## src/rtl/verificador_tiro.sv

```systemverilog
// verificador_tiro: shot checker for the battleship game.
// Reads the five confirmed map rows and classifies every opponent shot as a
// hit, miss, repeat or invalid. It also tracks the cells already fired, the
// shots left and the hit count, and declares victory or defeat.
//
// Ports:
//   clk_i, rst_ni               clock and async active-low reset
//   enable_i                    attack phase; shots are ignored while low
//   novo_jogo_i                 synchronous clear of all game state
//   mapa0_i..mapa4_i [6:0]      map rows, bit (6-c) = column c, 1 = ship
//   linha_i, coluna_i [2:0]     shot coordinate
//   atirar_i                    fire button (debounced level, rising edge acts)
//   acerto_o/erro_o/repetido_o/invalido_o   one-clock result pulses
//   tiros0_o..tiros4_o [6:0]    cells already fired (same layout as mapa)
//   tiros_restantes_o [4:0]     valid shots left
//   acertos_o [5:0]             hits so far
//   vitoria_o, derrota_o        end-of-game levels
//   ocupado_o                   high while a shot is being evaluated
module verificador_tiro #(
    parameter int MAX_TIROS = 15
) (
    input  logic       clk_i,
    input  logic       rst_ni,
    input  logic       enable_i,
    input  logic       novo_jogo_i,
    input  logic [6:0] mapa0_i,
    input  logic [6:0] mapa1_i,
    input  logic [6:0] mapa2_i,
    input  logic [6:0] mapa3_i,
    input  logic [6:0] mapa4_i,
    input  logic [2:0] linha_i,
    input  logic [2:0] coluna_i,
    input  logic       atirar_i,
    output logic       acerto_o,
    output logic       erro_o,
    output logic       repetido_o,
    output logic       invalido_o,
    output logic [6:0] tiros0_o,
    output logic [6:0] tiros1_o,
    output logic [6:0] tiros2_o,
    output logic [6:0] tiros3_o,
    output logic [6:0] tiros4_o,
    output logic [4:0] tiros_restantes_o,
    output logic [5:0] acertos_o,
    output logic       vitoria_o,
    output logic       derrota_o,
    output logic       ocupado_o
);

    typedef enum logic [1:0] {OCIOSO, VERIFICA, FIM} estado_t;

    typedef struct packed {
        logic acerto;
        logic erro;
        logic repetido;
        logic invalido;
    } pulsos_t;

    estado_t          estado_q, estado_d;
    logic             atirar_q;
    logic [2:0]       lin_q, lin_d, col_q, col_d;
    logic [4:0][6:0]  tiros_q, tiros_d;
    logic [4:0]       rest_q, rest_d;
    logic [5:0]       acertos_q, acertos_d;
    logic             vitoria_q, vitoria_d, derrota_q, derrota_d;
    pulsos_t          pulsos_q, pulsos_d;

    logic [4:0][6:0]  mapa;
    logic             borda;
    logic [2:0]       bit_col;

    assign mapa    = {mapa0_i, mapa1_i, mapa2_i, mapa3_i, mapa4_i};
    // Row r sits at index 4-r of the packed arrays so row 0 maps to the top slice.
    assign borda   = atirar_i & ~atirar_q;
    assign bit_col = 3'd6 - col_q;

    always_comb begin
        estado_d  = estado_q;
        lin_d     = lin_q;
        col_d     = col_q;
        tiros_d   = tiros_q;
        rest_d    = rest_q;
        acertos_d = acertos_q;
        vitoria_d = vitoria_q;
        derrota_d = derrota_q;
        pulsos_d  = '0;

        case (estado_q)
            OCIOSO: begin
                if (borda && enable_i) begin
                    lin_d    = linha_i;
                    col_d    = coluna_i;
                    estado_d = VERIFICA;
                end
            end
            VERIFICA: begin
                estado_d = OCIOSO;
                if (lin_q > 3'd4 || col_q > 3'd6) begin
                    pulsos_d.invalido = 1'b1;
                end else if (tiros_q[3'd4 - lin_q][bit_col]) begin
                    pulsos_d.repetido = 1'b1;
                end else begin
                    tiros_d[3'd4 - lin_q][bit_col] = 1'b1;
                    if (rest_q != 5'd0) rest_d = rest_q - 5'd1;
                    if (mapa[3'd4 - lin_q][bit_col]) begin
                        pulsos_d.acerto = 1'b1;
                        if (acertos_q != 6'd35) acertos_d = acertos_q + 6'd1;
                    end else begin
                        pulsos_d.erro = 1'b1;
                    end
                    // Victory wins over defeat when the last shot sinks the last cell.
                    if (pulsos_d.acerto && (mapa != '0) && ((tiros_d & mapa) == mapa)) begin
                        vitoria_d = 1'b1;
                        estado_d  = FIM;
                    end else if (rest_d == 5'd0) begin
                        derrota_d = 1'b1;
                        estado_d  = FIM;
                    end
                end
            end
            FIM: ;
            default: estado_d = OCIOSO;
        endcase
    end

    always_ff @(posedge clk_i or negedge rst_ni) begin
        if (!rst_ni) begin
            estado_q  <= OCIOSO;
            atirar_q  <= 1'b0;
            lin_q     <= '0;
            col_q     <= '0;
            tiros_q   <= '0;
            rest_q    <= 5'(MAX_TIROS);
            acertos_q <= '0;
            vitoria_q <= 1'b0;
            derrota_q <= 1'b0;
            pulsos_q  <= '0;
        end else if (novo_jogo_i) begin
            estado_q  <= OCIOSO;
            atirar_q  <= 1'b0;
            lin_q     <= '0;
            col_q     <= '0;
            tiros_q   <= '0;
            rest_q    <= 5'(MAX_TIROS);
            acertos_q <= '0;
            vitoria_q <= 1'b0;
            derrota_q <= 1'b0;
            pulsos_q  <= '0;
        end else begin
            estado_q  <= estado_d;
            atirar_q  <= atirar_i;
            lin_q     <= lin_d;
            col_q     <= col_d;
            tiros_q   <= tiros_d;
            rest_q    <= rest_d;
            acertos_q <= acertos_d;
            vitoria_q <= vitoria_d;
            derrota_q <= derrota_d;
            pulsos_q  <= pulsos_d;
        end
    end

    assign acerto_o          = pulsos_q.acerto;
    assign erro_o            = pulsos_q.erro;
    assign repetido_o        = pulsos_q.repetido;
    assign invalido_o        = pulsos_q.invalido;
    assign tiros0_o          = tiros_q[4];
    assign tiros1_o          = tiros_q[3];
    assign tiros2_o          = tiros_q[2];
    assign tiros3_o          = tiros_q[1];
    assign tiros4_o          = tiros_q[0];
    assign tiros_restantes_o = rest_q;
    assign acertos_o         = acertos_q;
    assign vitoria_o         = vitoria_q;
    assign derrota_o         = derrota_q;
    assign ocupado_o         = (estado_q == VERIFICA);

endmodule

```

## config.mk

```make
export PLATFORM = sky130hd
export DESIGN_NAME = verificador_tiro
export DESIGN_NICKNAME = d
export VERILOG_FILES = /design/src/rtl/verificador_tiro.sv
export SDC_FILE = /design/constraint.sdc
export NUM_CORES = 1
export LEC_CHECK = 0
export CAP_MARGIN = 0
export CORE_AREA = 5 5 91 93
export CTS_BUF_LIST = sky130_fd_sc_hd__clkbuf_2 sky130_fd_sc_hd__clkbuf_4 sky130_fd_sc_hd__clkbuf_8
export CTS_CLUSTER_DIAMETER = 30
export DETAILED_ROUTE_END_ITERATION = 10
export DIE_AREA = 0 0 96 98
export HOLD_SLACK_MARGIN = 0.15
export PLACE_DENSITY = 0.84
export SYNTH_ARGS = -nofsm -noshare
export SYNTH_HDL_FRONTEND = slang
export SYNTH_SLANG_ARGS = --single-unit
```

## constraint.sdc

```tcl
create_clock -name clk_i -period 7 [get_ports clk_i]
set_input_delay 2.1 -clock clk_i [delete_from_list [all_inputs] [get_ports clk_i]]
set_output_delay 2.1 -clock clk_i [all_outputs]
set_load 0.01 [all_outputs]
```

=== Word level (Yosys, flattened, before mapping) ===
Index checks and enable logic that the tools add are counted.

* Flip-flop bits (word level): 61
* Bits in latches: 0
* Memory bits (writable): 0
* ROM bits: 0
* Input port bits: 46
* Logic and storage cells: 129
* Memories kept: 0

* Add/subtract/negate cells: 4
* Multiply operators: 0
* Divide/modulo/power cells: 0
* $lt $le $gt $ge: 6
* Equality and inequality tests: 9
* Shift-type cells: 0
* Muxes and demuxes: 66
* Bitwise operators: 4
* Reductions and logical operators: 23

{| class="wikitable"
|+ Operators by type and width
! operator !! count
|-
| 2-to-1 mux 35 bit || 4
|-
| binary-select mux 7 bit (select 3 bit) || 2
|-
| 2-to-1 mux 5 bit || 8
|-
| 2-to-1 mux 6 bit || 6
|-
| bitwise AND 35 bit || 1
|-
| equality test 35 bit || 1
|-
| bitwise OR 35 bit || 1
|-
| nonzero test 35 bit || 1
|-
| 2-to-1 mux 1 bit || 22
|-
| demux 7 bit (select 3 bit) || 1
|-
| 2-to-1 mux 3 bit || 7
|-
| 2-to-1 mux 7 bit || 3
|-
| 2-to-1 mux 2 bit || 7
|-
| nonzero test 2 bit || 7
|-
| AND reduction 5 bit || 2
|-
| < comparator 3 x 4 -> 1 bit (second input constant) || 2
|-
| 2-to-1 mux 4 bit || 2
|-
| != test 2 bit (second input constant) || 4
|-
| adder 6 x 1 -> 6 bit (second input constant) || 1
|-
| binary-select mux 1 bit (select 3 bit) || 2
|-
| >= comparator 3 x 1 -> 1 bit (second input constant) || 2
|-
| > comparator 3 bit (second input constant) || 2
|-
| != test 6 bit (second input constant) || 1
|-
| one-hot mux 2 bit (3 select lines) || 1
|-
| other kinds (16) || 22
|}

=== Longest topological paths before layout ===
Gate-level depths: netlist of the first run.

* Depth after elaboration: 16
* Mapped depth: 13

=== Worst setup path before layout of the first run ===
OpenSTA, ideal clock, no wires.

* Path type: input -> register
* From: in mapa1_i[2]
* To: reg acertos_q[3] (netlist: acertos_o[3])
* Library setup time: 0.078 ns
* Arrival time: 3.740 ns
* Data required time: 6.922 ns
* Slack: 3.182 ns
* Stages: 7
* Cell sequence: mux4_2 > a311oi_1 > nor4_1 > nor4_4 > nor3_4 > a31o_2 > a21oi_1

* Longest elaborated chain between the ends: 6

{| class="wikitable"
|+ RTL lines
! item !! RTL line !! text
|-
| from (decl) || 27 || <nowiki>input logic [6:0] mapa1_i,</nowiki>
|-
| binary-select mux 7 bit (select 3 bit) || 105 || <nowiki>if (mapa[3'd4 - lin_q][bit_col]) begin</nowiki>
|-
| 2-to-1 mux 7 bit (not written as such) || 105 ||
|-
| binary-select mux 1 bit (select 3 bit) || 105 ||
|-
| 2-to-1 mux 1 bit (not written as such) || 105 ||
|-
| nonzero test 2 bit (no source line) || n/a ||
|-
| AND reduction 5 bit (no source line) || n/a ||
|-
| to (signal assigned) || 156 || <nowiki>acertos_q <= acertos_d;</nowiki>
|-
| to (decl) || 64 || <nowiki>logic [5:0] acertos_q, acertos_d;</nowiki>
|}

No other way between the ends. The select of a mux whose other input is x is not followed.
A chain may end at the register's enable or synchronous reset.

=== Worst setup path after layout of the first run ===
* From: reg lin_q[0]
* To: reg tiros_q (netlist bit tiros0_o[5])

* Longest elaborated chain between the ends: 10
* Elaborated cells between the ends (all ways): 20
* Those cells by class: add/sub: 1; order compare: 3; eq/ne: 2; mux: 10; bitwise: 1; reduce/logical: 3

{| class="wikitable"
|+ RTL lines
! item !! RTL line !! text
|-
| from (decl) || 61 || <nowiki>logic [2:0] lin_q, lin_d, col_q, col_d;</nowiki>
|-
| from (signal assigned) || 152 || <nowiki>lin_q <= lin_d;</nowiki>
|-
| subtractor 3 bit || 100, 103 ||
|-
| < comparator 3 x 4 -> 1 bit (not written as such) or >= comparator 3 x 1 -> 1 bit (tied branches) || 103 || <nowiki>tiros_d[3'd4 - lin_q][bit_col] = 1'b1;</nowiki>
|-
| logical AND 1 bit (not written as such) || 103 ||
|-
| 2-to-1 mux 7 bit (not written as such) || 103 ||
|-
| demux 7 bit (select 3 bit) || 103 ||
|-
| bitwise OR 35 bit (no source line) || n/a ||
|-
| 2-to-1 mux 35 bit || 100 || <nowiki>end else if (tiros_q[3'd4 - lin_q][bit_col]) begin</nowiki>
|-
| 2-to-1 mux 35 bit || 98 || <nowiki>if (lin_q > 3'd4 || col_q > 3'd6) begin</nowiki>
|-
| 2-to-1 mux 35 bit || 88 || <nowiki>case (estado_q)</nowiki>
|-
| 2-to-1 mux 35 bit || 138 || <nowiki>end else if (novo_jogo_i) begin</nowiki>
|-
| to (signal assigned) || 154 || <nowiki>tiros_q <= tiros_d;</nowiki>
|-
| to (decl) || 62 || <nowiki>logic [4:0][6:0] tiros_q, tiros_d;</nowiki>
|}

Several ways; a longest one is shown, not always the timed one. The select of a mux whose other input is x is not followed.

==> results.md, run 1 <==
- Largest cells by area after synthesis: dfrtp_1 36%, mux4_2 7.5%, a21oi_1 5.5%
- Max-slew headroom: 0.1622
- Port bufs: 98
- Tightest Hold Check Type: flip-flop to flip-flop
- Initial core utilization: 0.5264
- Via Count: 4020
- Mux contribution to synthesized area: 0.1143
- Area of the multi-input gates: 2142 µm²
- Met3 Usage GRT: 0.05316
- Post-Syn Instances: 437
- Post-synth top flop: dfrtp_1
- Worst-path fanout max: 23
- Vias per inst: 6.301
- Fin. max-slew vios: 0
- Core Footprint: 7447 µm²
- Final WS setup: 2.681 ns
- DR iter-0 viols: 357
- Leakage power: 1.957 nW
- Final wirelength: 14300 µm
- DPL Wire Length: 10450 µm
- Final setup vio count: 0
- Largest family of logic cells by synthesized area: simple AND/OR/NAND/NOR gates
- Post-synth EDFFs: 0
- Unrepaired setup endpoints after global routing: false
- Synthesized area per cell: 8.970 µm²
- Clk_skew: 0.01198 ns
- Layout cells sized above 1: 0.1026
- Sequential cell area: 1531 µm²
- DP Worst Slack: 2.434 ns
- Yosys top cell by area: dfrtp_1
- Net Switching: 0.0002512 W
- Synth cell types: 55
- Fmax: 231.5 MHz
- Global route total overflow: 0
- VDD IR max: 113.2 µV
- Internal power: 0.0006597 W
- Ys Warns: 0
- Largest net degree at the start of global routing: 62
- Post-Synth XOR/XNOR Area: 0.01787
- GR peak layer: met2
- ANT cells: 0
- Max-cap violation count: 0
- Deepest clock path buffer count: 2
- Met2 GRT Util: 0.4833
- Root buffer cell: clkbuf_8
- Power Density: 175.3 nW/µm²
- Worst Max-Slew Pin Slew: 1.252 ns
- Worst EP required: 7.27 ns
- TritonCTS clock tree: done
- Max stage delay cell, worst path: ha_1
- GP Congestion: 0.9940
- NumNets Final: 581
- Vias in the first global route: 4129
- Number of nets still failing antenna checks after routing: 0
- Reg clk slew, reported paths: 0.07 ns
- Met1 GRT Util: 0.4278
- Fin crit share: 0.6171
- Global-route wire length before repair: 22800 µm
- Status: finished, final reports clean
- Setup TNS: 0 ns
- Ys async rst share: 1.000
- Mapped cell area: 3920 µm²
- Worst setup EP type: flip-flop
- Clock power frac: 0.435
- CTS Buf Count: 9
- Final hold violations: 0
- Post-route DRC: 0
- Flop pwr share: 0.396
- Die height: 98 µm
- CTS sink cnt: 61
- Adder-Cell Fraction of Synth Area: 0.01277
- Mapped Nets: 487
- Max stage delay on crit path: 0.93 ns
- Post-CTS sizing: 0
- Setup Crit Path Kind: flip-flop to flip-flop
- Clock Latency Late Sink: 0.36 ns
- Switching Fraction: 0.2758
- Part of the power in combinational logic: 0.170
- Total GRT Usage: 0.3162
- Synth Area in Simple Gates: 0.2289
- CTS Hold Bufs: 0
- Filler instances: 589
- Yosys reg bits: 61
- P&R area growth vs syn: 32.52%
- Compound-Gate Fraction of Synth Area: 0.1727
- Critical path startpoint category: flip-flop
- H-tree level count: 3
- Post-CTS setup buffer count: 0
- Ports: 99
- DRT Pass-1 Iters: 5
- Area share of the largest cell type after synthesis: 0.3639
- Row Count: 32
- Die ar.: 9408 µm²
- Crit path arrival time: 4.59 ns
- Die Wd: 96 µm
- Routed WL per cell: 22.42 µm
- Seq/Total Area, Yosys: 0.3907
- Worst-path cell chain: buf_4 > inv_1 > ha_1 > mux4_2 > nand2_1 > a32oi_1 > a2111o_1 > nor2_1 > a21oi_1 > nor2_1
- Crit path top cell by count: nor2_1
- Min Clock Period, post-route: 4.319 ns
- Initial antenna violation count: 0
[power by group through the flow]
stage          sequential (W)  clock, W  combinational (W)
4_1_cts              0.000360  0.000396           0.000152
3_3_place_gp         0.000367         0           0.000152
2_1_floorplan        0.000367         0          0.0000817
5_1_grt              0.000361  0.000414           0.000164
3_5_place_dp         0.000367         0           0.000151
6_report             0.000360  0.000396           0.000155
[worst max-delay path: cells and delay by family (launching register included)]
family                   cells  cell delay (ns)
AND/OR/NAND/NOR              3             0.97
multiplexers                 1             0.45
AO/OA/AOI/OAI                3             1.03
buffers and inverters        2             0.51
adder cells (fa/ha/maj)      1             0.93
flip-flops                   1             0.33
[metrics by stage]
step / util / hold slack (ns) / total power, W / cells / area (µm²)
finish: 0.6976 / 0.5252 / 0.0009108 / 638 / 5195
global route: 0.6976 / 0.5357 / 0.0009389 / 638 / 5195
CTS: 0.6976 / 0.5241 / 0.0009085 / 638 / 5195
detailed placement: 0.6650 / 0.5059 / 0.0005185 / 622 / 4952
global placement: 0.6650 / 0.4989 / 0.0005188 / 622 / 4952
floorplan: - / 0.4762 / 0.0004486 / 437 / 3920
[sequential cells by signal, summed over array words and instances, names as in the netlist, 2 cells and up]
signal and count:
lin_q 3, tiros0_o 7, tiros4_o 7, tiros3_o 7
estado_q 2, tiros_restantes_o 5, tiros1_o 7, col_q 3
acertos_o 6, tiros2_o 7
[path summary, 6_finish.rpt]
kind                                        from                 endpoint  slack [ns]  depth (start not counted)
setup / recovery            lin_q[0]$_DFFE_PN0P_  tiros0_o[5]$_DFFE_PN0P_        2.68                         10
hold / removal             vitoria_o$_DFFE_PN0P_    vitoria_o$_DFFE_PN0P_        0.53                          2
setup reg to reg            lin_q[0]$_DFFE_PN0P_  tiros0_o[5]$_DFFE_PN0P_        2.68                         10
hold reg to reg            vitoria_o$_DFFE_PN0P_    vitoria_o$_DFFE_PN0P_        0.53                          2
max in group asynchronous                 rst_ni     invalido_o$_DFF_PN0_        4.57                          2
min in group asynchronous                 rst_ni  tiros4_o[4]$_DFFE_PN0P_        1.89                          2
[synthesized netlist by cell type, drive strengths merged, types with 4 or more instances]
cell / instances
nor3b: 4
nor2: 51
nand2b: 4
mux4: 13
nor4: 16
nand2: 42
ha: 4
a21oi: 43
mux2: 4
o311ai: 6
o21ai: 14
dfstp: 4
nor2b: 15
mux2i: 11
xnor2: 6
clkbuf: 8
nand3: 12
buf: 14
dfrtp: 57
inv: 34
nand4: 9
o211ai: 11
a311oi: 7
nor3: 11
[layer usage]
metal,part of all wire,vias to the layer above,wire length (µm)
met3,0.093,42,1332
met1,0.40,1960,5678
met4,0.038,0,550
met2,0.47,241,6740
met5,0,-,0
li1,-,1777,-
[area by class of cell]
cell class,instances,share of cell area
clock inverter,6,0.02144
sequential,61,0.2948
tap,102,0.02457
multi-input combinational,320,0.4123
inverter,34,0.02457
timing repair buffer,105,0.1970
clock buffer,10,0.02529
[cells in the final DEF, fill, tap and decap left out, types with 3 or more instances in the layout]
cell              n
a221oi_1          3
nand2_1          42
ha_1              4
mux4_2           13
mux2_2            4
nand4_1           9
clkbuf_8          9
xnor2_1           6
nor2_1           47
nand3_1          12
dfrtp_1          57
or3_1             3
clkdlybuf4s50_1  96
o211ai_1         11
o21ai_0          14
nor2_2            4
o311ai_0          6
nor3b_1           4
a311oi_1          7
buf_4             7
a21oi_1          43
nand2b_1          4
a31oi_1           3
nor3_1           10
inv_1            34
bufinv_16         3
nor4_1           14
nor2b_1          15
dfstp_2           4
mux2i_1          11
[cells by family after synthesis]
logic type,Yosys count
multiplexers,28
AND/OR/NAND/NOR,175
XOR/XNOR,8
flip-flops,61
buffers and inverters,56
AO/OA/AOI/OAI,105
adder cells (fa/ha/maj),4
(Power assumes the default switching activity.)
==> run 2, diff against run 1 <==
CORE_AREA = 5 5 94 96   (was 5 5 91 93)
DIE_AREA = 0 0 99 101   (was 0 0 96 98)
PLACE_DENSITY = 0.79   (was 0.84)
clock period = 4.3 ns   (was 7 ns; I/O delays follow)
==> results.md, run 2 (synthesis gave the netlist of run 1 again) <==
- Core Footprint: 7969 µm²
- Row Count: 33
- Clk_skew: 0.01479 ns
- Vias in the first global route: 4122
- Most frequent cells in the layout: 96 x clkdlybuf4s50_1, 57 x dfrtp_1, 47 x nor2_1
- Hold Path Depth: 2
- Worst-path fanout max: 6
- Min Clock Period, post-route: 3.411 ns
- Post-route DRC: 0
- Reg clk slew, reported paths: 0.08 ns
- Total GRT Usage: 0.2991
- Setup Crit Path Kind: primary input to flip-flop
- TritonCTS clock tree: done
- DPL Wire Length: 10850 µm
- Global route total overflow: 0
- CTS sink cnt: 61
- Port bufs: 98
- Worst-path cell chain: clkdlybuf4s50_1 > mux4_2 > a311oi_1 > nor4_1 > nor4_4 > nor3_4 > a31o_2 > a21oi_1
- GR peak layer: met2
- Number of nets still failing antenna checks after routing: 0
- R2R depth: 11
- Filler instances: 682
- Critical path startpoint category: primary input
- Met3 Usage GRT: 0.05882
- Overall power: 0.001370 W
- Worst setup EP type: flip-flop
- Max stage delay cell, worst path: nor4_4
- Deepest clock path buffer count: 2
- Crit path arrival time: 3.69 ns
- Met1 GRT Util: 0.4044
- Global-route wire length before repair: 22900 µm
- GP Congestion: 0.9804
- Post-CTS setup buffer count: 0
- DRT Pass-1 Iters: 5
- Max-slew headroom: 0.3269
- ANT cells: 0
- Fin. max-slew vios: 0
- Root buffer cell: clkbuf_8
- DP Worst Slack: 0.6027 ns
- Fin crit share: 0.7932
- Final setup vio count: 0
- Initial antenna violation count: 0
- DR iter-0 viols: 345
- Power Density: 262.7 nW/µm²
- Tightest Hold Check Type: flip-flop to flip-flop
- Largest net degree at the start of global routing: 41
- Design Area, Final: 5215 µm²
- CTS Buf Count: 9
- CTS Hold Bufs: 0
- Die ar.: 9999 µm²
- Met2 GRT Util: 0.4731
- Die Wd: 99 µm
- VDD IR max: 147.0 µV
- H-tree level count: 3
- Most common cell after layout, fill and taps aside: clkdlybuf4s50_1
- Ports: 99
- Dpl cell area: 5016 µm²
- Post-CTS sizing: 0
- Fmax: 293.2 MHz
- Setup TNS: 0 ns
- Placed Instances: 633
- Status: finished, final reports clean
- Leakage power: 1.977 nW
- Final wirelength: 14430 µm
- Worst EP required: 4.58 ns
- Via Count: 4057
- Max-cap violation count: 0
- Clock Latency Late Sink: 0.35 ns
- Vias per inst: 6.251
- Routed WL per cell: 22.23 µm
- Final WS setup: 0.8894 ns
- Unrepaired setup endpoints after global routing: false
- Finished Layout Cells: 649
- NumNets Final: 589
- Die height: 101 µm
- P&R area growth vs syn: 33.04%
- Initial core utilization: 0.4919
- Worst Max-Slew Pin Slew: 1.006 ns
- Final hold violations: 0
- Max stage delay on crit path: 0.50 ns
- Layout cells sized above 1: 0.1158
-- run 2: per-stage QoR --
step	hold WS, ns	utilization
6_report	0.5140	0.6544
5_1_grt	0.5490	0.6544
4_1_cts	0.5140	0.6544
3_5_place_dp	0.4953	0.6295
3_3_place_gp	0.4913	0.6295
2_1_floorplan	0.4762	-
-- run 2: cell type report --
type / instances / area, µm² / share of cell area
multi-input combinational: 320 / 2142 / 0.4107
inverter: 34 / 127.6 / 0.02447
sequential: 61 / 1531 / 0.2937
timing repair buffer: 113 / 1084 / 0.2078
clock buffer: 11 / 138.9 / 0.02663
clock inverter: 5 / 60.06 / 0.01152
tap: 105 / 131.4 / 0.02519
-- run 2: worst paths after layout --
check | from | slack (ns) | end
setup / recovery | mapa2_i[3] | 0.89 | acertos_o[3]$_DFFE_PN0P_
hold / removal | vitoria_o$_DFFE_PN0P_ | 0.51 | vitoria_o$_DFFE_PN0P_
setup reg to reg | lin_q[0]$_DFFE_PN0P_ | 0.93 | acertos_o[1]$_DFFE_PN0P_
hold reg to reg | vitoria_o$_DFFE_PN0P_ | 0.51 | vitoria_o$_DFFE_PN0P_
max in group asynchronous | rst_ni | 2.38 | col_q[1]$_DFFE_PN0P_
min in group asynchronous | rst_ni | 1.08 | tiros2_o[5]$_DFFE_PN0P_
-- run 2: metal layers --
layer | share of wire | up-vias
met2 | 0.46 | 250
met3 | 0.090 | 46
li1 | - | 1792
met5 | 0 | -
met4 | 0.036 | 0
met1 | 0.41 | 1969
-- run 2: report_power, final --
group          internal [W]  total [W]  switching [W]
Clock              0.000283   0.000528       0.000245
Sequential         0.000580   0.000587     0.00000661
Combinational      0.000107   0.000256       0.000148
-- run 2: critical path, delay by kind of cell --
kind                   cells  cell delay [ns]
multiplexers               1             0.49
buffers and inverters      1             0.49
AND/OR/NAND/NOR            3             0.76
AO/OA/AOI/OAI              3             0.64
==> run 3, diff against run 2 <==
CORE_AREA = 5 5 99 101   (was 5 5 94 96)
DIE_AREA = 0 0 104 106   (was 0 0 99 101)
PLACE_DENSITY = 0.75   (was 0.79)
clock period = 3 ns   (was 4.3 ns; I/O delays follow)
==> results.md, run 3 (synthesis gave the netlist of run 1 again) <==
- Initial antenna violation count: 0
- Deepest clock path buffer count: 2
- Number of nets still failing antenna checks after routing: 0
- DRT Pass-1 Iters: 5
- CTS sink cnt: 61
- Die Wd: 104 µm
- Ports: 99
- Switching Fraction: 0.2845
- Finished Layout Cells: 737
- DR iter-0 viols: 250
- Total GRT Usage: 0.2878
- Vias per inst: 5.909
- Crit path arrival time: 3.26 ns
- Fin. max-slew vios: 0
- Port bufs: 98
- Die height: 106 µm
- Final WS setup: -0.01054 ns
- Worst Max-Slew Pin Slew: 0.7633 ns
- Clock power frac: 0.386
- Fmax: 332.2 MHz
- Placed Instances: 718
- Global-route wire length before repair: 25010 µm
- Initial core utilization: 0.4388
- Critical path startpoint category: flip-flop
- Core Footprint: 8934 µm²
- Failing checks: negative setup slack
- Setup TNS: -0.01054 ns
- Post-route DRC: 0
- Fin crit share: 1.004
- Global route total overflow: 0
- Worst EP required: 3.25 ns
- Power Density: 360.4 nW/µm²
- Via Count: 4355
- Tightest Hold Check Type: flip-flop to flip-flop
- Layout cells sized above 1: 0.2540
- H-tree level count: 3
- Part of the power in combinational logic: 0.225
- Filler instances: 765
- NumNets Final: 671
- Root buffer cell: clkbuf_8
- TritonCTS clock tree: done
- Most frequent cells in the layout: 96 x clkdlybuf4s50_1, 91 x buf_4, 57 x dfrtp_1
- Row Count: 35
- Vias in the first global route: 4501
- Flop pwr share: 0.389
- P&R area growth vs syn: 53.14%
- Min Clock Period, post-route: 3.011 ns
- CTS Hold Bufs: 0
- Die ar.: 11020 µm²
- Sequential cell area: 1531 µm²
- Net Switching: 0.0006155 W
- DPL Wire Length: 12330 µm
- Most common cell after layout, fill and taps aside: clkdlybuf4s50_1
- DP Worst Slack: -0.2983 ns
- Worst setup EP type: flip-flop
- Max-cap violation count: 0
- Largest net degree at the start of global routing: 36
- Leakage power: 2.432 nW
- CTS Buf Count: 9
- Final setup vio count: 1
- Setup Crit Path Kind: flip-flop to flip-flop
- Internal power: 0.001548 W
- Worst-path fanout max: 10
- Routed WL per cell: 21.54 µm
- VDD IR max: 239.5 µV
- Clk_skew: 0.01212 ns
- Max-slew headroom: 0.4872
- Area of the multi-input gates: 2216 µm²
- Status: finished, violations left
- Reg clk slew, reported paths: 0.08 ns
- Final hold violations: 0
- GP Congestion: 0.9756
- ANT cells: 0
- Final wirelength: 15880 µm
- Clock Latency Late Sink: 0.35 ns
==> run 3: per-stage QoR <==
stage               total power, W  utilization  hold WS [ns]  instance area [µm²]
global route              0.002246       0.6720        0.5641                 6003
detailed placement        0.001306       0.6315        0.5010                 5642
global placement          0.001306       0.6315        0.4824                 5642
finish                    0.002164       0.6720        0.5266                 6003
CTS                       0.002140       0.6566        0.5216                 5866
floorplan                 0.001047            -        0.4762                 3920
==> run 3: critical path, cell delays in order (launching register included) <==
cell and delay (ns):
dfrtp_1 0.42, inv_2 0.08, ha_4 0.27, clkbuf_16 0.18
or3_4 0.46, o211ai_1 0.30, nand4_1 0.24, nor4_2 0.34
nand4b_1 0.29, a221oi_2 0.34
==> run 3: routing by layer <==
metal	up-vias	global-route usage	part of all wire
met3	40	0.03704	0.060
li1	1968	-	-
met5	-	0	0
met4	0	0.1240	0.035
met1	2144	0.3799	0.42
met2	203	0.4754	0.49
==> run 3: final cells by class <==
| cell class | instances | share of cell area |
|---|---|---|
| Inverter | 34 | 0.02126 |
| Timing Repair Buffer | 195 | 0.2949 |
| Sequential cell | 61 | 0.2551 |
| Multi-Input combinational cell | 320 | 0.3691 |
| Tap cell | 111 | 0.02313 |
| Clock buffer | 10 | 0.02188 |
| Clock inverter | 6 | 0.01459 |
==> run 3: final timing paths <==
check	start	endpoint	slack, ns	depth (start not counted)
worst max-delay path	lin_q[0]$_DFFE_PN0P_	estado_q[1]$_DFFE_PN0P_	-0.01	9
worst min-delay path	derrota_o$_DFFE_PN0P_	derrota_o$_DFFE_PN0P_	0.53	1
worst max register to register	lin_q[0]$_DFFE_PN0P_	estado_q[1]$_DFFE_PN0P_	-0.01	9
worst min register to register	derrota_o$_DFFE_PN0P_	derrota_o$_DFFE_PN0P_	0.53	1
max in group asynchronous	rst_ni	tiros_restantes_o[1]$_DFFE_PN1P_	1.73	2
min in group asynchronous	rst_ni	tiros2_o[4]$_DFFE_PN0P_	0.58	1
==> run 3: power groups by stage <==
stage	clock [W]	combinational (W)	sequential, W
finish	0.000836	0.000486	0.000842
global route	0.000886	0.000518	0.000843
CTS	0.000847	0.000453	0.000841
detailed placement	0	0.000450	0.000857
global placement	0	0.000450	0.000856
floorplan	0	0.000191	0.000856
==> run 3: what timing repair did <==
| item | CTS | global route |
|---|---|---|
| buffers inserted | 0 | 2 |
| cloned | 0 | 1 |
| setup endpoints to repair | 2 | 33 |
| pin swaps | 1 | 7 |
| resized for setup | 1 | 25 |
